### config.mk
export PLATFORM = sky130hd
export DESIGN_NAME = axiregbank
export DESIGN_NICKNAME = d
export VERILOG_FILES = /design/src/rtl/axiregbank_pkg.sv /design/src/rtl/axiregbank.sv
export SDC_FILE = /design/constraint.sdc
export NUM_CORES = 1
export LEC_CHECK = 0
export BUFFER_PORTS_ARGS = -buffer_cell sky130_fd_sc_hd__clkbuf_2
export CAP_MARGIN = 40
export CORE_AREA = 10 10 257 259
export CTS_CLUSTER_DIAMETER = 200
export DETAILED_ROUTE_END_ITERATION = 12
export DIE_AREA = 0 0 267 269
export PLACE_DENSITY = 0.7
export SLEW_MARGIN = 25
export SYNTH_ARGS = -nofsm -noshare
export SYNTH_HDL_FRONTEND = slang
export SYNTH_SLANG_ARGS = --single-unit
### constraint.sdc
create_clock -name clk -period 6.65 [get_ports clk]
set_input_delay 0.9975 -clock clk [delete_from_list [all_inputs] [get_ports clk]]
set_output_delay 0.9975 -clock clk [all_outputs]
set_load 0.01 [all_outputs]
### src/rtl/axiregbank_pkg.sv
// Shared constants and helpers for the AXI4-lite register bank.
package axiregbank_pkg;

   localparam logic [1:0] RESP_OKAY   = 2'b00;
   localparam logic [1:0] RESP_SLVERR = 2'b10;

   // Ceiling log2; returns 0 for n <= 1.
   function automatic int clog2(input int n);
      int r;
      r = 0;
      while ((1 << r) < n) r++;
      return r;
   endfunction

endpackage

### src/rtl/axiregbank.sv
// AXI4-lite slave exposing NUM_REGS 32-bit read/write registers with
// independent AW/W acceptance, byte strobes and per-register write pulses.
module axiregbank
   import axiregbank_pkg::*;
#(
   parameter int          NUM_REGS  = 16,
   parameter logic [31:0] BASE_ADDR = 32'h0000_0000
) (
   input  logic                     clk,
   input  logic                     resetn,
   input  logic                     axi_awvalid,
   output logic                     axi_awready,
   input  logic [31:0]              axi_awaddr,
   input  logic [2:0]               axi_awprot,
   input  logic                     axi_wvalid,
   output logic                     axi_wready,
   input  logic [31:0]              axi_wdata,
   input  logic [3:0]               axi_wstrb,
   output logic                     axi_bvalid,
   input  logic                     axi_bready,
   output logic [1:0]               axi_bresp,
   input  logic                     axi_arvalid,
   output logic                     axi_arready,
   input  logic [31:0]              axi_araddr,
   input  logic [2:0]               axi_arprot,
   output logic                     axi_rvalid,
   input  logic                     axi_rready,
   output logic [31:0]              axi_rdata,
   output logic [1:0]               axi_rresp,
   output logic [32*NUM_REGS-1:0]   regs_out,
   output logic [NUM_REGS-1:0]      wr_pulse
);

   localparam int          CLOG    = clog2(NUM_REGS);
   // Index field is at least one bit wide so NUM_REGS == 1 still elaborates.
   localparam int          IW      = (CLOG < 1) ? 1 : CLOG;
   localparam logic [31:0] SPAN    = 32'(4) << CLOG;
   localparam logic [31:0] MASK    = SPAN - 32'd1;
   localparam logic [31:0] NREGS32 = 32'(NUM_REGS);

   function automatic logic [IW-1:0] addr_idx(input logic [31:0] addr);
      return addr[2 +: IW];
   endfunction

   function automatic logic addr_hit(input logic [31:0] addr);
      return ((addr & ~MASK) == BASE_ADDR) && (32'(addr_idx(addr)) < NREGS32);
   endfunction

   logic [31:0]          r_regs [NUM_REGS];
   logic                 r_aw_held;
   logic [31:0]          r_aw_addr;
   logic                 r_w_held;
   logic [31:0]          r_w_data;
   logic [3:0]           r_w_strb;
   logic                 r_bvalid;
   logic [1:0]           r_bresp;
   logic                 r_rvalid;
   logic [31:0]          r_rdata;
   logic [1:0]           r_rresp;
   logic [NUM_REGS-1:0]  r_wr_pulse;

   logic                 w_aw_hs;
   logic                 w_w_hs;
   logic                 w_ar_hs;
   logic                 w_commit;
   logic [31:0]          w_wr_addr;
   logic [31:0]          w_wr_data;
   logic [3:0]           w_wr_strb;
   logic                 w_wr_hit;
   logic [IW-1:0]        w_wr_idx;
   logic                 w_rd_hit;
   logic [IW-1:0]        w_rd_idx;
   logic                 w_unused;

   assign axi_awready = !r_aw_held && !r_bvalid;
   assign axi_wready  = !r_w_held && !r_bvalid;
   assign axi_arready = !r_rvalid;

   assign w_aw_hs  = axi_awvalid && axi_awready;
   assign w_w_hs   = axi_wvalid && axi_wready;
   assign w_ar_hs  = axi_arvalid && axi_arready;
   // Each half is available either from its holding register or from a live handshake.
   assign w_commit = (r_aw_held || w_aw_hs) && (r_w_held || w_w_hs) && !r_bvalid;

   assign w_wr_addr = r_aw_held ? r_aw_addr : axi_awaddr;
   assign w_wr_data = r_w_held  ? r_w_data  : axi_wdata;
   assign w_wr_strb = r_w_held  ? r_w_strb  : axi_wstrb;
   assign w_wr_hit  = addr_hit(w_wr_addr);
   assign w_wr_idx  = addr_idx(w_wr_addr);
   assign w_rd_hit  = addr_hit(axi_araddr);
   assign w_rd_idx  = addr_idx(axi_araddr);

   assign w_unused = ^{axi_awprot, axi_arprot};

   always_ff @(posedge clk) begin
      if (!resetn) begin
         r_aw_held  <= 1'b0;
         r_aw_addr  <= '0;
         r_w_held   <= 1'b0;
         r_w_data   <= '0;
         r_w_strb   <= '0;
         r_bvalid   <= 1'b0;
         r_bresp    <= RESP_OKAY;
         r_wr_pulse <= '0;
         for (int i = 0; i < NUM_REGS; i++) r_regs[i] <= '0;
      end else begin
         r_wr_pulse <= '0;
         if (w_commit) begin
            r_aw_held <= 1'b0;
            r_w_held  <= 1'b0;
            r_bvalid  <= 1'b1;
            r_bresp   <= w_wr_hit ? RESP_OKAY : RESP_SLVERR;
            if (w_wr_hit) begin
               for (int i = 0; i < NUM_REGS; i++) begin
                  if (w_wr_idx == IW'(i)) begin
                     for (int b = 0; b < 4; b++) begin
                        if (w_wr_strb[b]) r_regs[i][8*b +: 8] <= w_wr_data[8*b +: 8];
                     end
                     if (|w_wr_strb) r_wr_pulse[i] <= 1'b1;
                  end
               end
            end
         end else begin
            if (w_aw_hs) begin
               r_aw_held <= 1'b1;
               r_aw_addr <= axi_awaddr;
            end
            if (w_w_hs) begin
               r_w_held <= 1'b1;
               r_w_data <= axi_wdata;
               r_w_strb <= axi_wstrb;
            end
            if (r_bvalid && axi_bready) r_bvalid <= 1'b0;
         end
      end
   end

   // Read channel; register values are sampled before any same-edge write lands.
   always_ff @(posedge clk) begin
      if (!resetn) begin
         r_rvalid <= 1'b0;
         r_rdata  <= '0;
         r_rresp  <= RESP_OKAY;
      end else if (w_ar_hs) begin
         r_rvalid <= 1'b1;
         r_rresp  <= w_rd_hit ? RESP_OKAY : RESP_SLVERR;
         r_rdata  <= '0;
         for (int i = 0; i < NUM_REGS; i++) begin
            if (w_rd_hit && w_rd_idx == IW'(i)) r_rdata <= r_regs[i];
         end
      end else if (r_rvalid && axi_rready) begin
         r_rvalid <= 1'b0;
      end
   end

   for (genvar g = 0; g < NUM_REGS; g++) begin : g_regs_out
      assign regs_out[32*g +: 32] = r_regs[g];
   end

   assign axi_bvalid = r_bvalid;
   assign axi_bresp  = r_bresp;
   assign axi_rvalid = r_rvalid;
   assign axi_rdata  = r_rdata;
   assign axi_rresp  = r_rresp;
   assign wr_pulse   = r_wr_pulse;

endmodule

* Yosys cells after proc, flatten, opt, wreduce, memory -nomap -nowiden
Memories as Yosys holds them, arrays and structs flattened.
Index checks and enable logic that the tools add are counted.
** Cells by class
- Eq/ne operators :: 30
- Muxes and demuxes :: 415
- Bitwise logic cells :: 66
- Reductions and logical operators :: 57
** Operators with widths (count)
- 32-bit 2-to-1 mux :: 18
- 8-bit 2-to-1 mux :: 64
- 1-bit 2-to-1 mux :: 330
- 4-bit equality test, second input constant :: 16
- 32-bit logical NOT :: 2
- 1-bit bitwise OR :: 64
- 4-bit AND reduction :: 16
- 4-bit by 3-bit equality test with 1-bit output, second input constant :: 8
- 1-bit logical AND :: 25
- 4-bit by 2-bit equality test with 1-bit output, second input constant :: 4
- 4-bit by 1-bit equality test with 1-bit output, second input constant :: 2
- 4-bit logical NOT :: 2
- 1-bit logical NOT :: 4
- 2-bit 2-to-1 mux :: 2
- 4-bit 2-to-1 mux :: 1
- 2-bit AND reduction :: 2
- 2-bit nonzero test :: 2
- 4-bit OR reduction :: 1
- 1-bit logical OR :: 2
- 1-bit inverter :: 2
- 2-bit OR reduction :: 1
** Word-level totals
- Register bits :: 124
- RAM bits :: 512
- Input port bits :: 113
- Output and inout bits :: 569
- Memories kept :: 1
** Memories
- r_regs :: depth 16, width 32, rd ports 16, clocked after Yosys merged registers in 0, wr ports 16, RTL line axiregbank.sv:49 : logic [31:0] r_regs [NUM_REGS];

* Depth between registers and ports, before layout
Gate-level depths: netlist of run 1.
- Word-level depth :: 18
- Depth in mapped cells :: 10
- Mapped depth without buffers :: 7

* Worst setup path after synthesis of run 1
Ideal clock, no wire load.
- Kind :: input port to flip-flop
- Start point :: input axi_awaddr[30]
- End point :: memory r_regs[11][4] (netlist: r_regs[1][100]) (enable)
- Setup time :: 384 ps
- Arrival time :: 2842 ps
- Setup slack :: 3424 ps
- Cell stages on the path :: 6
- Buffers on the path :: 0
- Cells stage by stage :: nor4_1 -> nand2_1 -> o41ai_2 -> o211ai_1 -> or2_2 -> o21ai_0
** RTL lines
- from (decl) :: RTL line axiregbank.sv:13 : input logic [31:0] axi_awaddr,
- to (decl) :: RTL line axiregbank.sv:49

==> flow_summary.yaml, run 1 <==
logic_synthesis:
  yosys.area_share.xor_xnor_pct: 0
  synth_edf_count: 512
  synthSimpleGateAreaFrac_pct: 14.58
  synthMuxAreaShare_pct: 5.095
  syn_area_per_cell_um2: 11.33
  synth_top_family_by_area: "simple AND/OR/NAND/NOR gates"
  synth_seq_cells: 632
  synthAdderAreaFrac_pct: 0
  synth_compound_gate_area_share_pct: 12.72
  syn_area_mm2: 0.02755
  async_flop_share_pct: 0
  ys_seq_area_share_pct: 64.52
  ys_types: 78
  synth_flop_cell: "edfxtp_1"
  syn_inst: 2431
  ys.warnings.count: 0
power_and_ir_drop:
  vdd_drop_max_uv: 182.2
  p_leak_nw: 13.77
  powerDensity_mw_per_mm2: 279.5
min_path:
  min_to: "r_w_data[16]$_SDFFE_PN0P_"
  hold_start: "r_w_data[16]$_SDFFE_PN0P_"
  min_path_type: "reg2reg"
  hold_depth: 2
cells_and_area:
  area_delta_synth_final_pct: 24.45
  final_common_cell: "clkbuf_2"
  fin_cells: 3939
  final_layout_size_suffix_gt1_share_pct: 30.49
  diodes: 0
  final_cell_mix: "clkbuf_2, edfxtp_1, nor2_1"
  nets: 3205
route:
  vias: 24940
  ant_nets: 0
  post_drt_wl_per_cell_um: 34.12
  vias_per_cell: 6.331
  drtIter0Drc: 3569
  first_pass_iters: 8
  drc: 0
  totalWireLength_um: 134400
global_route:
  grt_max_degree: 82
  grt-ovfl-total: 0
  grt_pass1_wl_um: 183800
  grt_pass1_vias: 24160
  antenna_found_initial: 1
  track_usage_pct: 36.09
critical_path:
  arrival_ns: 4.35
  worst-setup-path-type: "reg2reg"
  critPathSlowestCell: "nor2_1"
  start_kind: "register"
  crit_fanout: 20
  end_kind: "register"
  critPathMaxStageDelay_ns: 0.62
  crit_chain: "buf_4 > nor4b_1 > nand4_1 > nor4_1 > o221ai_1 > buf_4 > nor2_1 > nand2_1 > nand2_1"
  required_ns: 6.93
  reg2reg_to: "r_regs[0][39]$_SDFFCE_PN0P_"
  r2r_start: "r_aw_held$_SDFFE_PP0P_"
  r2r_cells: 9
  r2r_setup_slack_ns: 2.58
timing:
  hold_viol: 0
  tns_ns: 0
  fin_crit_sh_pct: 61.27
  rsz0062_at_grt: "no"
  slew_headroom_pct: 24.43
  fmax_ghz: 0.2454
  timing.final.crit_period_ns: 4.074
  fin_skew_ns: 0.02258
  drv_slew: 0
  setup_viol: 0
  worstMarginPinSlew_ns: 1.134
clock_network:
  post_cts_buffers: 0
  h-tree-depth: 3
  worstSkewPairLatency_ns: 0.62
  clockRootBuffer: "clkbuf_16"
  clock-sinks: 632
  hold_buffers: 0
  post_cts_resized: 0
  clock_path_buffers: 3
  cts_made_buffers: 69
  tritoncts: "yes"
  path_clk_slew_ns: 0.06
floorplanning:
  core-area_mm2: 0.06103
  dieHeight_um: 269
  io_pins: 682
  rows: 91
  die_area_mm2: 0.07182
  start_util_pct: 45.15
  die_w_um: 267
place:
  dp_cells: 3806
  io_buffers: 669
  place_congestion: 0.9658
  hpwl_um: 102800
outcome:
  outcome: "complete, no violations"
job:
  max_cap_violations: 0
power breakdown:
part	switching [mW]	internal [mW]	total [mW]
registers	0.160	4.47	4.63
logic	0.718	0.302	1.02
clock network	1.63	2.30	3.93
total	2.50	7.08	9.59
metal layers:
layer	wire length [µm]	global-route usage, %	vias to the layer above
met5	10	0	-
met4	7967	20.05	2
met3	17230	10.71	380
met2	63100	58.21	2024
met1	46080	42.90	12320
li1	-	-	10210
worst max-delay path by stage:
stage                     cells past startpoint  slack, ns                          end                   start
after floorplan                               6       3.42     r_regs[1][100]$_DFFE_PP_          axi_awaddr[30]
after global placement                        8       1.90   axi_rdata[31]$_SDFFE_PN0P_          axi_araddr[26]
after detailed placement                      9       2.18  r_regs[0][41]$_SDFFCE_PN0P_          axi_awaddr[10]
after CTS                                     9       2.68  r_regs[0][45]$_SDFFCE_PN0P_  r_aw_held$_SDFFE_PP0P_
after global routing                          9       2.28  r_regs[0][14]$_SDFFCE_PN0P_  r_aw_held$_SDFFE_PP0P_
final                                         9       2.58  r_regs[0][39]$_SDFFCE_PN0P_  r_aw_held$_SDFFE_PP0P_
cells in the mapped netlist, types with 11 or more instances:
master / number / share of area (%)
edfxtp_1: 512 / 56
nor2_1: 449 / 6.1
nand2_1: 326 / 4.4
clkbuf_1: 121 / 1.6
dfxtp_1: 120 / 8.7
o21ai_0: 106 / 1.9
a21oi_1: 92 / 1.7
a21boi_0: 66 / 1.8
mux2_2: 60 / 2.5
mux2i_1: 48 / 1.7
inv_1: 43 / 0.59
nor3_1: 43 / 0.78
buf_2: 30 / 0.54
o21ai_1: 30 / 0.54
o22ai_1: 28 / 0.64
a221oi_1: 25 / 0.79
nand3_1: 21 / 0.38
a22oi_1: 20 / 0.54
a31oi_1: 18 / 0.41
nor4_1: 17 / 0.39
buf_1: 15 / 0.20
a221o_1: 13 / 0.47
o221ai_1: 13 / 0.41
o211ai_1: 12 / 0.33
a211oi_1: 11 / 0.30
mux4_2: 11 / 0.90
nand2b_1: 11 / 0.25
o2bb2ai_1: 11 / 0.35
state kept, by name, indices dropped and copies added (netlist names):
signal / flops
axi_rvalid: 1
wr_pulse: 16
r_aw_held: 1
axi_rdata: 32
axi_bresp: 1
r_w_strb: 4
r_w_held: 1
axi_bvalid: 1
axi_rresp: 1
r_w_data: 32
r_aw_addr: 30
r_regs: 512
critical path: cells and delay by family, from the launching register on:
kind,cells,cell delay (ns)
and+or+nand+nor,6,2.44
buffers and inverters,2,0.53
AOI/OAI and AO/OA,1,0.43
DFF,1,0.31
layout make-up:
type,instances,area [µm²]
timing repair buffer,757,4063
inverter,45,168.9
tap,790,988.4
sequential,632,17780
clock buffer,115,2163
multi-input combinational,1587,8984
fill,5261,26740
clock inverter,13,143.9
logic make-up (layout without fill, tap and decap cells):
| family | after synthesis | in the layout |
|---|---|---|
| AND/OR/NAND/NOR | 943 | 943 |
| flip-flops | 632 | 632 |
| AO/OA/AOI/OAI | 523 | 523 |
| buffers and inverters | 213 | 930 |
| multiplexers | 119 | 119 |
| other | 1 | 2 |
stage by stage:
step | setup WS (ns) | power [mW] | hold slack (ns) | util [%] | instance area [µm²]
6_report | 2.576 | 9.585 | 0.4650 | 56.19 | 34290
5_1_grt | 2.283 | 9.802 | 0.4843 | 56.19 | 34290
4_1_cts | 2.683 | 9.549 | 0.4652 | 56.11 | 34240
3_5_place_dp | 2.181 | 5.709 | 0.4576 | 52.33 | 31940
3_3_place_gp | 1.898 | 5.677 | 0.4469 | 51.98 | 31730
2_1_floorplan | 3.424 | 5.131 | 0.4400 | - | 27560
Power figures use the tool's default switching activity.
==> inputs of run 2 (changes only) <==
--- a/config.mk
+++ b/config.mk
@@ -7,11 +7,11 @@
 export LEC_CHECK = 0
 export BUFFER_PORTS_ARGS = -buffer_cell sky130_fd_sc_hd__clkbuf_2
 export CAP_MARGIN = 40
-export CORE_AREA = 10 10 257 259
+export CORE_AREA = 10 10 258 260
 export CTS_CLUSTER_DIAMETER = 200
 export DETAILED_ROUTE_END_ITERATION = 12
-export DIE_AREA = 0 0 267 269
-export PLACE_DENSITY = 0.7
+export DIE_AREA = 0 0 268 270
+export PLACE_DENSITY = 0.69
 export SLEW_MARGIN = 25
 export SYNTH_ARGS = -nofsm -noshare
 export SYNTH_HDL_FRONTEND = slang
==> constraint.sdc (replaced) <==
create_clock -name clk -period 3.9 [get_ports clk]
set_input_delay 0.585 -clock clk [delete_from_list [all_inputs] [get_ports clk]]
set_output_delay 0.585 -clock clk [all_outputs]
set_load 0.01 [all_outputs]
==> flow_summary.yaml, run 2 (synthesis results as in run 1) <==
floorplanning:
  die_area_mm2: 0.07236
  start_util_pct: 44.98
  core-area_mm2: 0.06126
  die_w_um: 268
  dieHeight_um: 270
  rows: 91
  io_pins: 682
clock_network:
  hold_buffers: 0
  h-tree-depth: 3
  post_cts_resized: 0
  tritoncts: "yes"
  clock-sinks: 632
  worstSkewPairLatency_ns: 0.61
  clock_path_buffers: 3
  path_clk_slew_ns: 0.06
  post_cts_buffers: 0
  clockRootBuffer: "clkbuf_16"
  cts_made_buffers: 68
cells_and_area:
  final_common_cell: "clkbuf_2"
  final_layout_size_suffix_gt1_share_pct: 32.27
  nets: 3297
  fin_util_pct: 56.90
  largest_register_ffs: 512
  final_cell_mix: "clkbuf_2, edfxtp_1, nor2_1"
  fin_area_mm2: 0.03485
  area_delta_synth_final_pct: 26.49
  top_register: "r_regs"
route:
  post_drt_wl_per_cell_um: 33.80
  vias: 25160
  vias_per_cell: 6.251
  totalWireLength_um: 136000
  first_pass_iters: 6
  ant_nets: 0
  drtIter0Drc: 3566
  drc: 0
critical_path:
  worst-setup-path-type: "reg2reg"
  cpMostUsedCell: "nand2_1"
  end_kind: "register"
  cp_num_buf_inv: 1
  crit_fanout: 9
  required_ns: 4.15
  critPathMaxStageDelay_ns: 0.59
  crit_family: "simple AND/OR/NAND/NOR gates"
  critPathSlowestCell: "dfxtp_1"
  start_kind: "register"
  arrival_ns: 3.70
  crit_chain: "nor4b_1 > nand4_1 > nor4_1 > o211ai_1 > nor2_1 > buf_4 > nand2_1 > nand2_1"
timing:
  worstMarginPinSlew_ns: 0.9986
  hold_viol: 0
  setup_viol: 0
  timing.final.crit_period_ns: 3.448
  drv_slew: 0
  fin_ws_ns: 0.4516
  fmax_ghz: 0.2900
  tns_ns: 0
  slew_headroom_pct: 33.42
  rsz0062_at_grt: "no"
  fin_crit_sh_pct: 88.42
  fin_skew_ns: 0.02438
global_route:
  grt_pass1_vias: 24130
  grt_max_degree: 58
  grt_pass1_wl_um: 186200
  grt-ovfl-total: 0
  antenna_found_initial: 7
  track_usage_pct: 36.24
place:
  io_buffers: 669
  place_area_mm2: 0.03263
  hpwl_um: 104800
  dp_slack_ns: 0.4799
  place_congestion: 0.9863
power_and_ir_drop:
  p_leak_nw: 14.13
  vdd_drop_max_uv: 340.3
  powerDensity_mw_per_mm2: 465.0
job:
  max_cap_violations: 0
min_path:
  min_path_type: "in2reg"
outcome:
  outcome: "complete, no violations"
[run 2: cell count changes in the layout (fill, tap and decap cells not counted), moves of 2 or more]
| cell | change |
|---|---|
| nor4_2 | -2 |
| clkinv_8 | -2 |
| clkinv_2 | +4 |
| clkbuf_8 | -12 |
| clkbuf_16 | -3 |
| clkbuf_4 | -2 |
| o21ai_0 | +14 |
| buf_4 | +93 |
| clkbuf_1 | -8 |
| o21ai_1 | -13 |
| bufinv_16 | +5 |
| diode_2 | +5 |
| clkinv_1 | +3 |
[run 2: worst reg2reg max path: stages (launching register included)]
cell and delay (ns):
dfxtp_1 0.59, nor4b_1 0.31, nand4_1 0.17, nor4_1 0.53
o211ai_1 0.37, nor2_1 0.48, buf_4 0.21, nand2_1 0.08
nand2_1 0.34
[run 2: through the flow]
| step | total power, mW | hold WS (ns) | std cells |
|---|---|---|---|
| finish | 16.21 | 0.2273 | 4024 |
| global route | 16.57 | 0.2356 | 4021 |
| CTS | 16.17 | 0.1966 | 4015 |
| detailed placement | 9.764 | 0.4548 | 3900 |
| global placement | 9.727 | 0.4451 | 3897 |
| floorplan | 8.748 | 0.4400 | 2432 |
[run 2: power breakdown]
part	internal (mW)	switching [mW]	total (mW)
sequential	7.63	0.292	7.92
combinational	0.533	1.22	1.75
clock	3.84	2.69	6.53
[run 2: final timing paths]
kind / depth (start not counted) / slack (ns) / endpoint / start
hold / removal: 3 / 0.23 / r_aw_addr[22]$_SDFFE_PN0P_ / axi_awaddr[22]
hold reg to reg: 2 / 0.46 / r_aw_addr[25]$_SDFFE_PN0P_ / r_aw_addr[25]$_SDFFE_PN0P_
setup / recovery: 8 / 0.45 / r_regs[1][9]$_SDFFCE_PN0P_ / r_aw_held$_SDFFE_PP0P_
setup reg to reg: 8 / 0.45 / r_regs[1][9]$_SDFFCE_PN0P_ / r_aw_held$_SDFFE_PP0P_
[run 2: metal layers]
metal / track usage [%] / part of all wire [%] / vias to the layer above
met3: 11.38 / 13 / 362
li1: - / - / 10380
met4: 18.24 / 5.6 / 0
met2: 58.99 / 47 / 2053
met5: 0 / 0 / -
met1: 42.61 / 34 / 12360
[run 2: layout make-up]
type | count | area, µm²
fill | 5226 | 26400
sequential | 632 | 17780
multi-input combinational | 1587 | 8971
timing repair buffer | 850 | 4746
clock buffer | 89 | 1874
tap | 790 | 988.4
clock inverter | 26 | 312.8
inverter | 45 | 168.9
antenna | 5 | 12.51
